File: src/rtl/logic_unit_acc.sv
// ----------------------------------------------------------------------------
// logic_unit_acc
//
// Registered N-bit bitwise logic unit (AND / OR / XOR / NOR) with valid/ready
// handshakes on both sides. A beat can also open an accumulate burst. Each
// later beat of the burst is OR-folded into one result word. The burst closes
// on 'last' or when MAX_BEATS beats have been folded.
//
// Optional feature macro: LOGIC_UNIT_FLAGS_EN
//   When it is defined, the registered zero and parity flags of the result are
//   added as output ports.
//
// Parameters:
//   WIDTH      operand / result width in bits (>= 1)
//   MAX_BEATS  maximum beats per accumulate burst (>= 2)
//   CNT_W      derived width of the beat count
//
// Ports:
//   clk        rising-edge clock
//   rst_n      asynchronous active-low reset
//   in_valid   input beat present
//   in_ready   unit can accept a beat
//   op         00 AND, 01 OR, 10 XOR, 11 NOR
//   acc        beat opens an accumulate burst (looked at in IDLE only)
//   last       beat closes the burst
//   in1, in2   operands
//   out_valid  result held in the output register
//   out_ready  consumer accepts the result
//   out1       result word
//   nbeats     number of beats folded into out1
//   ovf        burst was closed by MAX_BEATS rather than by last
//   zero       result == 0 (LOGIC_UNIT_FLAGS_EN only)
//   parity     XOR of all result bits (LOGIC_UNIT_FLAGS_EN only)
// ----------------------------------------------------------------------------
module logic_unit_acc #(
    parameter int WIDTH      = 32,
    parameter int MAX_BEATS  = 8,
    localparam int CNT_W     = $clog2(MAX_BEATS + 1)
) (
    input  logic             clk,
    input  logic             rst_n,
    input  logic             in_valid,
    output logic             in_ready,
    input  logic [1:0]       op,
    input  logic             acc,
    input  logic             last,
    input  logic [WIDTH-1:0] in1,
    input  logic [WIDTH-1:0] in2,
    output logic             out_valid,
    input  logic             out_ready,
    output logic [WIDTH-1:0] out1,
    output logic [CNT_W-1:0] nbeats,
    output logic             ovf
`ifdef LOGIC_UNIT_FLAGS_EN
    ,
    output logic             zero,
    output logic             parity
`endif
);

    typedef enum logic {IDLE, ACCUM} state_t;

    state_t             state;
    state_t             state_next;
    logic [WIDTH-1:0]   acc_reg;
    logic [CNT_W-1:0]   cnt;

    logic               accept;
    logic [WIDTH-1:0]   beat;
    logic [CNT_W-1:0]   cnt_inc;
    logic               at_limit;

    logic               load_out;
    logic [WIDTH-1:0]   load_val;
    logic [CNT_W-1:0]   load_cnt;
    logic               load_ovf;
    logic               acc_load;
    logic [WIDTH-1:0]   acc_val;
    logic [CNT_W-1:0]   cnt_val;

    // The input side is ready whenever the output register is empty or is
    // being drained this cycle. This never depends on the beat's contents.
    assign in_ready = !out_valid || out_ready;
    assign accept   = in_valid && in_ready;
    assign cnt_inc  = cnt + CNT_W'(1);
    assign at_limit = (cnt_inc == CNT_W'(MAX_BEATS));

    // Per-beat bitwise result for the selected operation.
    always_comb begin
        beat = '0;
        unique case (op)
            2'b00:   beat = in1 & in2;
            2'b01:   beat = in1 | in2;
            2'b10:   beat = in1 ^ in2;
            default: beat = ~(in1 | in2);
        endcase
    end

    // State register.
    always_ff @(posedge clk or negedge rst_n) begin
        if (!rst_n) begin
            state <= IDLE;
        end else begin
            state <= state_next;
        end
    end

    // Next-state logic. A burst closes on last or when the beat limit is reached.
    always_comb begin
        state_next = state;
        unique case (state)
            IDLE:  if (accept && acc && !last)        state_next = ACCUM;
            ACCUM: if (accept && (last || at_limit))  state_next = IDLE;
            default:                                  state_next = IDLE;
        endcase
    end

    // Datapath control. Decides whether this cycle loads the output register
    // and what the accumulator and beat counter become. When a burst closes,
    // the accumulator and counter are cleared so the next burst starts from zero.
    always_comb begin
        load_out = 1'b0;
        load_val = beat;
        load_cnt = CNT_W'(1);
        load_ovf = 1'b0;
        acc_load = 1'b0;
        acc_val  = acc_reg;
        cnt_val  = cnt;
        unique case (state)
            IDLE: begin
                if (accept) begin
                    if (acc && !last) begin
                        acc_load = 1'b1;
                        acc_val  = beat;
                        cnt_val  = CNT_W'(1);
                    end else begin
                        load_out = 1'b1;
                    end
                end
            end
            ACCUM: begin
                if (accept) begin
                    if (last || at_limit) begin
                        load_out = 1'b1;
                        load_val = acc_reg | beat;
                        load_cnt = cnt_inc;
                        load_ovf = !last;
                        acc_load = 1'b1;
                        acc_val  = '0;
                        cnt_val  = '0;
                    end else begin
                        acc_load = 1'b1;
                        acc_val  = acc_reg | beat;
                        cnt_val  = cnt_inc;
                    end
                end
            end
            default: ;
        endcase
    end

    // Burst accumulator and beat counter.
    always_ff @(posedge clk or negedge rst_n) begin
        if (!rst_n) begin
            acc_reg <= '0;
            cnt     <= '0;
        end else if (acc_load) begin
            acc_reg <= acc_val;
            cnt     <= cnt_val;
        end
    end

    // Output register. A load only happens when the register is empty or is
    // being drained, so the held data stays stable while the consumer stalls.
    always_ff @(posedge clk or negedge rst_n) begin
        if (!rst_n) begin
            out_valid <= 1'b0;
            out1      <= '0;
            nbeats    <= '0;
            ovf       <= 1'b0;
        end else if (load_out) begin
            out_valid <= 1'b1;
            out1      <= load_val;
            nbeats    <= load_cnt;
            ovf       <= load_ovf;
        end else if (out_ready) begin
            out_valid <= 1'b0;
        end
    end

`ifdef LOGIC_UNIT_FLAGS_EN
    // Result flags are registered together with out1.
    always_ff @(posedge clk or negedge rst_n) begin
        if (!rst_n) begin
            zero   <= 1'b0;
            parity <= 1'b0;
        end else if (load_out) begin
            zero   <= (load_val == '0);
            parity <= ^load_val;
        end
    end
`endif

endmodule

File: config.mk
export PLATFORM = sky130hd
export DESIGN_NAME = logic_unit_acc
export DESIGN_NICKNAME = d
export VERILOG_FILES = /design/src/rtl/logic_unit_acc.sv
export SDC_FILE = /design/constraint.sdc
export NUM_CORES = 1
export LEC_CHECK = 0
export ABC_AREA = 1
export CAP_MARGIN = 10
export CORE_AREA = 2 2 126 128
export CTS_CLUSTER_DIAMETER = 40
export CTS_CLUSTER_SIZE = 10
export DETAILED_ROUTE_END_ITERATION = 12
export DIE_AREA = 0 0 128 130
export PLACE_DENSITY = 0.71
export SYNTH_ARGS = -nofsm -noshare
export SYNTH_HDL_FRONTEND = slang
export SYNTH_SLANG_ARGS = --single-unit
File: constraint.sdc
create_clock -name clk -period 1.65 [get_ports clk]
set_input_delay 0.33 -clock clk [delete_from_list [all_inputs] [get_ports clk]]
set_output_delay 0.33 -clock clk [all_outputs]
set_load 0.05 [all_outputs]
==> flow_summary_export.csv, run 1 <==
group,metric,value,unit
synth,synth_area,5991,sq um
global_route,grt_pass1_wl,26520,microns
timing,fin_skew,6.230,ps
setup_path,cp_num_buf_inv,4,
global_route,grt_antenna_before_repair,0,
finish,area_delta_synth_final,32.89,%
timing,final.setup.tns,-146.3,ps
finish,final_cell_mix,"nand2_1 (314), inv_1 (170), nand3_1 (99)",
detailed_routing,via_count,5886,
floorplan,io-pin-count,111,
detailed_routing,postRouteAntennaNets,0,
placed_design,dp_slack,-308.5,ps
floorplan,placementRows,46,
global_route,grt_max_degree,41,
synth,yosysSeqAreaShare,0.3133,
min_path,hp-class,"reg2reg",
placed_design,gp_congestion,0.8040,
timing,period_needed,1670,ps
finish,final_common_cell,"nand2_1",
timing,drv_slew,0,
detailed_routing,routedWlPerCell,13.42,microns
run_status,violations,"negative setup slack",
finish,nets,1179,
synth,syn_avg_cell_area,6.498,sq um
clocking,clk_latency,330,ps
timing,fin_crit_sh,1.012,
synth,synth_cells,922,
global_route,grt-ovfl-total,0,
detailed_routing,drt_first_iter_violations,450,
detailed_routing,drc,0,
placed_design,port-buffer-count,110,
timing,tightest_slew,491.6,ps
synth,synth_cell_types,22,
timing,max_freq,0.5989,GHz
detailed_routing,first_pass_iters,5,
finish,fin_cells,1236,
floorplan,die-width,128,microns
setup_path,path_cells,"buf_6 -> ha_1 -> inv_1 -> nor2_2 -> nand2_2 -> nand2_4 -> nand2_8 -> clkinv_8 -> buf_12 -> nand2_1 -> nand2_1",
clocking,clock_sinks,75,
setup_path,crit_family,"simple AND/OR/NAND/NOR gates",
timing,slew_headroom,0.6722,
setup_path,start_kind,"register",
clocking,cts_tree,"built",
clocking,numCtsBuffers,9,
job,maxCapViolations,0,
pwr,p_leak,0.004463,uW
timing,finalHoldViolations,0,
timing,setup_violations,16,
timing,rsz0062_at_grt,"yes",
synth,synthesis.nets,1060,
synth,synth_warnings,0,
detailed_routing,wl,16590,microns
setup_path,cp-end-kind,"register",
floorplan,die_y,130,microns
clocking,clk_pin_slew,60,ps
pwr,ir_drop,0.5433,mV
setup_path,cp_slowest_stage_delay,390,ps
placed_design,dp_cells,1212,
clocking,cts-root-buf,"clkbuf_16",
finish,antennaDiodeCount,0,
setup_path,critPathKind,"reg2reg",
setup_path,arrival,1900,ps
run_status,outcome,"finished with violations",
clocking,cts_max_path_buffers,2,
finish,layout-drive-gt1-share,0.1370,
pwr,power_density,1153,nW/um^2
floorplan,die-area,16640,sq um
setup_path,crit_fanout,12,
timing,fin_ws,-19.77,ps
global_route,grtUsageTotal,0.1975,
setup_path,cp.required,1880,ps
global_route,grt_pass1_vias,5497,
setup_path,cpMostUsedCell,"nand2_1",
detailed_routing,vias_per_cell,4.762,
clocking,htree_levels,3,
placed_design,hpwl,11310,microns
synth,ys_ff_latch,75,
floorplan,start_util,0.3884,
setup_path,cp_slowest_cell,"dfrtp_1",
floorplan,core-area,15420,sq um
[per-stage QoR]
stage,power (uW),instance area [sq um],utilization,hold slack (ps)
after floorplan,5680,6000,-,34.41
after global placement,7026,7362,0.4773,333.5
after detailed placement,7112,7362,0.4773,341.1
after CTS,8939,7641,0.4954,485.4
after global routing,9823,7961,0.5161,500.5
final,9176,7961,0.5161,478.9
[synth_stat cells]
| master | instances | area (sq um) |
|---|---|---|
| clkbuf_1 | 12 | 45.04 |
| a21oi_2 | 1 | 8.760 |
| inv_2 | 4 | 15.01 |
| nor2_4 | 2 | 22.52 |
| dfrtp_1 | 75 | 1877 |
| o21ai_1 | 31 | 155.2 |
| o22ai_1 | 1 | 6.260 |
| buf_4 | 13 | 97.59 |
| nand2_1 | 345 | 1295 |
| buf_6 | 3 | 33.78 |
| a21oi_1 | 2 | 10.01 |
| inv_1 | 171 | 641.9 |
| nor2_1 | 33 | 123.9 |
| o21ai_0 | 37 | 185.2 |
| nand2_4 | 1 | 11.26 |
| nand2_2 | 4 | 25.02 |
| nand4_1 | 4 | 25.02 |
| ha_1 | 66 | 825.8 |
| buf_1 | 2 | 7.510 |
| nand3_1 | 99 | 495.5 |
| nor2_2 | 3 | 18.77 |
| buf_2 | 13 | 65.06 |
[path summary, 6_finish.rpt]
path	cells after the start	end	slack, ps	startpoint
worst max-delay path	11	out1[24]	-20	cnt[0]
worst min-delay path	2	out1[9]	480	out1[9]
worst max register to register	11	out1[24]	-20	cnt[0]
worst min register to register	2	out1[9]	480	out1[9]
max in group asynchronous	3	out1[10]	550	rst_n
min in group asynchronous	2	out1[23]	510	rst_n
[worst reg2reg max path, stage by stage, from the launching register on]
cell	delay, ps
dfrtp_1	390
buf_6	140
ha_1	180
inv_1	60
nor2_2	40
nand2_2	120
nand2_4	120
nand2_8	140
clkinv_8	90
buf_12	150
nand2_1	80
nand2_1	50
[area by class of cell]
cell class	instances	area, sq um
tap	192	240.2
clock inverter	2	12.51
multi-input combinational	629	3336
sequential	75	1878
timing repair buffer	151	1569
clock buffer	12	256.5
inverter	175	669.4
fill	1536	7463
[power by group]
group          switching [uW]  internal, uW  leakage (uW)
logic                    2930          1580       0.00340
registers                 343          2520      0.000930
clock network             720          1080      0.000131
total                    4000          5180       0.00446
[cells by family (layout without fill, tap and decap cells)]
group | count (synthesis) | after routing | share of synthesized area
adders and majority gates | 66 | 66 | 0.1378
AOI/OAI and AO/OA | 72 | 72 | 0.06099
DFF | 75 | 75 | 0.3133
buffers and inverters | 218 | 340 | 0.1512
and+or+nand+nor | 491 | 491 | 0.3367
[what timing repair did]
item	4_1_cts	5_1_grt
buffers inserted	0	3
hold endpoints to repair	35	0
setup endpoints to repair	0	72
gates resized for setup	0	56
hold buffers	1	0
[per-layer routing]
layer	global-route usage	vias up	share of wire
met4	0.05042	0	0.012
met1	0.2949	2674	0.50
met3	0.03157	13	0.054
li1	-	3032	-
met5	0	-	0
met2	0.2985	167	0.44
Power figures use the tool's default switching activity.
==> run 2: changes to the inputs <==
--- a/config.mk
+++ b/config.mk
@@ -13,6 +13,7 @@
 export DETAILED_ROUTE_END_ITERATION = 12
 export DIE_AREA = 0 0 128 130
 export PLACE_DENSITY = 0.71
+export REMOVE_ABC_BUFFERS = 1
 export SYNTH_ARGS = -nofsm -noshare
 export SYNTH_HDL_FRONTEND = slang
 export SYNTH_SLANG_ARGS = --single-unit
==> run 2 against run 1 <==
- the flow still finishes with violations (negative setup slack)
- design area grew 0.91%
- clock power increased by 11%
- via count up 0.78%
- setup slack better by 16 ps
- sequential share of layout area decreased by 0.21 points
- critical path type unchanged
- largest power group unchanged
==> flow_summary_export.csv, run 2 (synthesized netlist as in run 1, its figures left out) <==
group,metric,value,unit
run_status,outcome,"finished with violations",
run_status,violations,"negative setup slack",
pwr,pwr-share-clk,0.215,
floorplan,die-width,128,microns
setup_path,arrival,1930,ps
setup_path,cp-end-kind,"register",
min_path,hp-class,"in2async",
finish,nets,1193,
global_route,grtUsageTotal,0.1989,
clocking,htree_levels,3,
detailed_routing,first_pass_iters,7,
pwr,ir_drop,0.5212,mV
detailed_routing,drt_first_iter_violations,381,
timing,setup_violations,2,
pwr,p_sw_frac,0.4315,
finish,layout-drive-gt1-share,0.1406,
placed_design,port-buffer-count,110,
floorplan,core-area,15420,sq um
detailed_routing,vias_per_cell,4.738,
job,maxCapViolations,0,
clocking,cts_max_path_buffers,2,
global_route,grt_antenna_before_repair,0,
setup_path,crit_fanout,6,
timing,tightest_slew,426.5,ps
placed_design,gp_congestion,0.8346,
pwr,intPower,5308,uW
clocking,cts-root-buf,"clkbuf_16",
clocking,clk_latency,340,ps
detailed_routing,via_count,5932,
placed_design,hpwl,11510,microns
clocking,clk_pin_slew,60,ps
global_route,grt_pass1_wl,26730,microns
clocking,numCtsBuffers,9,
finish,area_delta_synth_final,34.11,%
detailed_routing,drc,0,
clocking,clock_sinks,75,
setup_path,cp.required,1930,ps
detailed_routing,postRouteAntennaNets,0,
floorplan,start_util,0.3884,
global_route,grt_max_degree,35,
setup_path,critPathKind,"reg2reg",
timing,max_freq,0.6048,GHz
global_route,grt-ovfl-total,0,
timing,fin_crit_sh,1.002,
setup_path,start_kind,"register",
finish,final_common_cell,"nand2_1",
finish,n_fill_cell,1532,
pwr,power.switching,4029,uW
timing,slew_headroom,0.7157,
finish,finalInstanceArea,8034,sq um
finish,final_cell_mix,"nand2_1 (327), inv_1 (170), nand3_1 (99)",
timing,finalHoldViolations,0,
timing,drv_slew,0,
floorplan,io-pin-count,111,
clocking,cts_tree,"built",
placed_design,dpl_cell_area,7463,sq um
finish,antennaDiodeCount,0,
pwr,p_seq_frac,0.304,
timing,fin_skew,6.884,ps
timing,period_needed,1654,ps
pwr,power_density,1162,nW/um^2
pwr,p_leak,0.004516,uW
floorplan,placementRows,46,
global_route,grt_pass1_vias,5716,
pwr,combinationalPowerShare,0.482,
detailed_routing,wl,16380,microns
timing,fin_ws,-3.540,ps
floorplan,die_y,130,microns
detailed_routing,routedWlPerCell,13.08,microns
finish,final_core_util,0.5208,
floorplan,die-area,16640,sq um
[run 2: cell types whose count changed in the layout (fill, tap and decap cells not counted), moves of 3 or more]
| cell | change |
|---|---|
| buf_4 | +18 |
| nand2_1 | +13 |
| buf_8 | -3 |
| nand2_2 | -13 |
[run 2: final timing paths]
| kind | slack [ps] | from | depth (start not counted) | to |
|---|---|---|---|---|
| worst max-delay path | -4 | cnt[1] | 11 | out1[20] |
| worst min-delay path | 470 | rst_n | 2 | out1[16] |
| worst max register to register | -4 | cnt[1] | 11 | out1[20] |
| worst min register to register | 480 | out1[23] | 2 | out1[23] |
| max in group asynchronous | 650 | rst_n | 3 | state |
| min in group clk | 480 | out1[23] | 2 | out1[23] |
[run 2: metrics by stage]
stage          setup slack [ps]  instances  hold WS, ps  TNS [ps]  power [uW]
2_1_floorplan             -1178        879        34.41    -68920        5537
3_3_place_gp             -231.3       1228        296.8    -11180        7036
3_5_place_dp             -245.8       1228        291.1    -13180        7120
4_1_cts                   28.29       1245        481.9         0        9139
5_1_grt                  -59.71       1252        502.7     -1837       10010
6_report                 -3.540       1252        472.9    -4.472        9338
[run 2: power by group through the flow]
| stage | sequential (uW) | clock (uW) | combinational [uW] |
|---|---|---|---|
| global placement | 2850 | 0 | 4190 |
| finish | 2840 | 2000 | 4500 |
| floorplan | 3880 | 0 | 1660 |
| global route | 2910 | 2120 | 4980 |
| detailed placement | 2860 | 0 | 4260 |
| CTS | 2830 | 2020 | 4290 |
[run 2: area by class of cell]
class                           count  area, sq um  area share
Clock buffer                       11        242.7     0.03021
Multi-Input combinational cell    629         3327      0.4141
Timing Repair Buffer              165         1624      0.2021
Tap cell                          192        240.2     0.02990
Clock inverter                      5        52.55    0.006541
Inverter                          175        669.4     0.08332
Sequential cell                    75         1878      0.2338
[run 2: repair_timing]
action	4_1_cts	5_1_grt
gates resized for setup	1	41
endpoints found under the hold margin	27	0
buffers inserted	0	2
hold buffers	1	0
endpoints found under the setup margin	4	56
gates cloned	0	5
pin swaps	0	10
[run 2: critical path, cell delays in order (launching register included)]
cell	delay, ps
dfrtp_1	400
ha_2	210
nand2_1	80
nand2_2	60
nor2_2	140
nand2_4	100
nand2_8	120
nand2_8	80
clkinv_8	100
clkbuf_16	170
nand2_2	50
nand2_1	70
[run 2: layer usage]
metal | routed length, microns | track usage | vias up
met5 | 0 | 0 | -
met4 | 148 | 0.04525 | 0
met3 | 807 | 0.02665 | 11
met2 | 8196 | 0.3643 | 150
met1 | 7226 | 0.2502 | 2715
li1 | - | - | 3056
==> run 3: changes to the inputs <==
--- a/config.mk
+++ b/config.mk
@@ -12,8 +12,10 @@
 export CTS_CLUSTER_SIZE = 10
 export DETAILED_ROUTE_END_ITERATION = 12
 export DIE_AREA = 0 0 128 130
+export HOLD_SLACK_MARGIN = 0.06
 export PLACE_DENSITY = 0.71
 export REMOVE_ABC_BUFFERS = 1
+export SKIP_CTS_REPAIR_TIMING = 1
 export SYNTH_ARGS = -nofsm -noshare
 export SYNTH_HDL_FRONTEND = slang
 export SYNTH_SLANG_ARGS = --single-unit
==> run 3 against run 2 <==
- via count up 0.44%
- flip-flop and latch count unchanged
- die area unchanged
- the run now ends clean
- critical path depth unchanged
- global-route usage hardly changed
- clock skew about the same
- utilization barely moved
- routed wire length rose by 0.10%
- sequential share of layout area barely moved
==> flow_summary_export.csv, run 3 (synthesized netlist as in run 1, its figures left out) <==
group,metric,value,unit
clocking,clock_sinks,75,
job,maxCapViolations,0,
finish,antennaDiodeCount,0,
pwr,p_leak,0.004516,uW
placed_design,port-buffer-count,110,
setup_path,reg2regPathDepth,11,
clocking,clk_pin_slew,60,ps
finish,finalInstanceArea,8029,sq um
setup_path,crit_fanout,6,
detailed_routing,wl,16400,microns
setup_path,r2r-end,"out1[7]",
setup_path,cp_num_buf_inv,4,
timing,hold_ws,472.9,ps
clocking,cts-root-buf,"clkbuf_16",
floorplan,placementRows,46,
floorplan,die-width,128,microns
run_status,outcome,"finished, final reports clean",
detailed_routing,vias_per_cell,4.759,
min_path,hp-class,"in2async",
clocking,htree_levels,3,
clocking,numCtsBuffers,9,
setup_path,rrSetupSlack,7,ps
timing,fin_skew,6.889,ps
detailed_routing,routedWlPerCell,13.10,microns
finish,final_cell_mix,"nand2_1 (327), inv_1 (170), nand3_1 (99)",
setup_path,start_kind,"register",
detailed_routing,postRouteAntennaNets,0,
timing,fin_crit_sh,0.9959,
timing,setup_violations,0,
placed_design,gp_congestion,0.8346,
timing,max_freq,0.6086,GHz
setup_path,cp_slowest_stage_delay,390,ps
timing,slew_headroom,0.7153,
global_route,grt_pass1_vias,5701,
finish,nets,1193,
setup_path,reg2reg_from,"cnt[1]",
finish,layout-drive-gt1-share,0.1387,
timing,finalHoldViolations,0,
placed_design,hpwl,11510,microns
clocking,clk_latency,340,ps
floorplan,core-area,15420,sq um
detailed_routing,drc,0,
setup_path,arrival,1870,ps
setup_path,path_cells,"buf_4 -> ha_2 -> inv_1 -> nor2_2 -> nand2_4 -> nand2_8 -> nand2_8 -> clkinv_8 -> clkbuf_16 -> nand2_1 -> nand2_1",
pwr,power_density,1162,nW/um^2
detailed_routing,first_pass_iters,5,
finish,area_delta_synth_final,34.02,%
placed_design,dpl_cell_area,7463,sq um
global_route,grt-ovfl-total,0,
floorplan,io-pin-count,111,
clocking,cts_tree,"built",
setup_path,critPathKind,"reg2reg",
floorplan,die-area,16640,sq um
timing,drv_slew,0,
detailed_routing,via_count,5958,
floorplan,die_y,130,microns
timing,final.setup.tns,0,ps
global_route,grt_pass1_wl,26700,microns
finish,final_core_util,0.5205,
global_route,grtUsageTotal,0.1988,
global_route,grt_max_degree,35,
global_route,grt_antenna_before_repair,0,
setup_path,cp-end-kind,"register",
finish,final_common_cell,"nand2_1",
setup_path,crit_family,"buffers and inverters",
setup_path,cp_slowest_cell,"dfrtp_1",
pwr,ir_drop,0.5232,mV
clocking,cts_max_path_buffers,2,
finish,n_fill_cell,1538,
detailed_routing,drt_first_iter_violations,343,
timing,period_needed,1643,ps
setup_path,cp.required,1880,ps
timing,tightest_slew,427.0,ps
floorplan,start_util,0.3884,
==> run 3: cell count changes in the layout (fill, tap and decap cells not counted) <==
cell     previous run  this run
o21ai_1            31        32
o21ai_2             1         0
dfrtp_2             1         0
dfrtp_1            74        75
==> run 3: routing by layer <==
layer	track usage	vias up	wire [microns]
met5	0	-	0
met4	0.04525	0	148
met3	0.02706	11	772
met2	0.3640	156	8247
met1	0.2499	2730	7227
li1	-	3061	-
==> run 3: metrics by stage <==
stage	cells	power [uW]	setup WS (ps)
5_1_grt	1252	10010	-37.92
3_3_place_gp	1228	7036	-231.3
2_1_floorplan	879	5537	-1178
6_report	1252	9330	6.785
4_1_cts	1244	9133	-13.68
3_5_place_dp	1228	7120	-245.8
==> run 3: final cells by class <==
cell class | count | area (sq um) | area share
clock buffer | 11 | 242.7 | 0.03023
clock inverter | 5 | 52.55 | 0.006545
inverter | 175 | 669.4 | 0.08337
multi-input combinational | 629 | 3323 | 0.4139
sequential | 75 | 1877 | 0.2338
tap | 192 | 240.2 | 0.02992
timing repair buffer | 165 | 1624 | 0.2023
==> run 3: worst max-delay path by stage <==
| stage | cells past startpoint | end | slack, ps | startpoint |
|---|---|---|---|---|
| after global routing | 11 | out1[22] | -40 | cnt[1] |
| final | 11 | out1[7] | 7 | cnt[1] |
| after global placement | 10 | out1[0] | -230 | last |
| after detailed placement | 10 | out1[0] | -250 | last |
| after CTS | 12 | nbeats[0] | -10 | cnt[0] |
| after floorplan | 7 | acc_reg[23] | -1180 | out_valid |
==> run 3: worst reg2reg max path, delay by kind of cell, from the launching register on <==
kind	cells	cell delay (ps)
buf+inv	4	490
simple gates	6	490
flops	1	390
fa+ha+maj	1	160
==> run 3: power by group <==
group | internal, uW | switching (uW)
clock network | 1210 | 793
logic | 1580 | 2920
registers | 2520 | 316
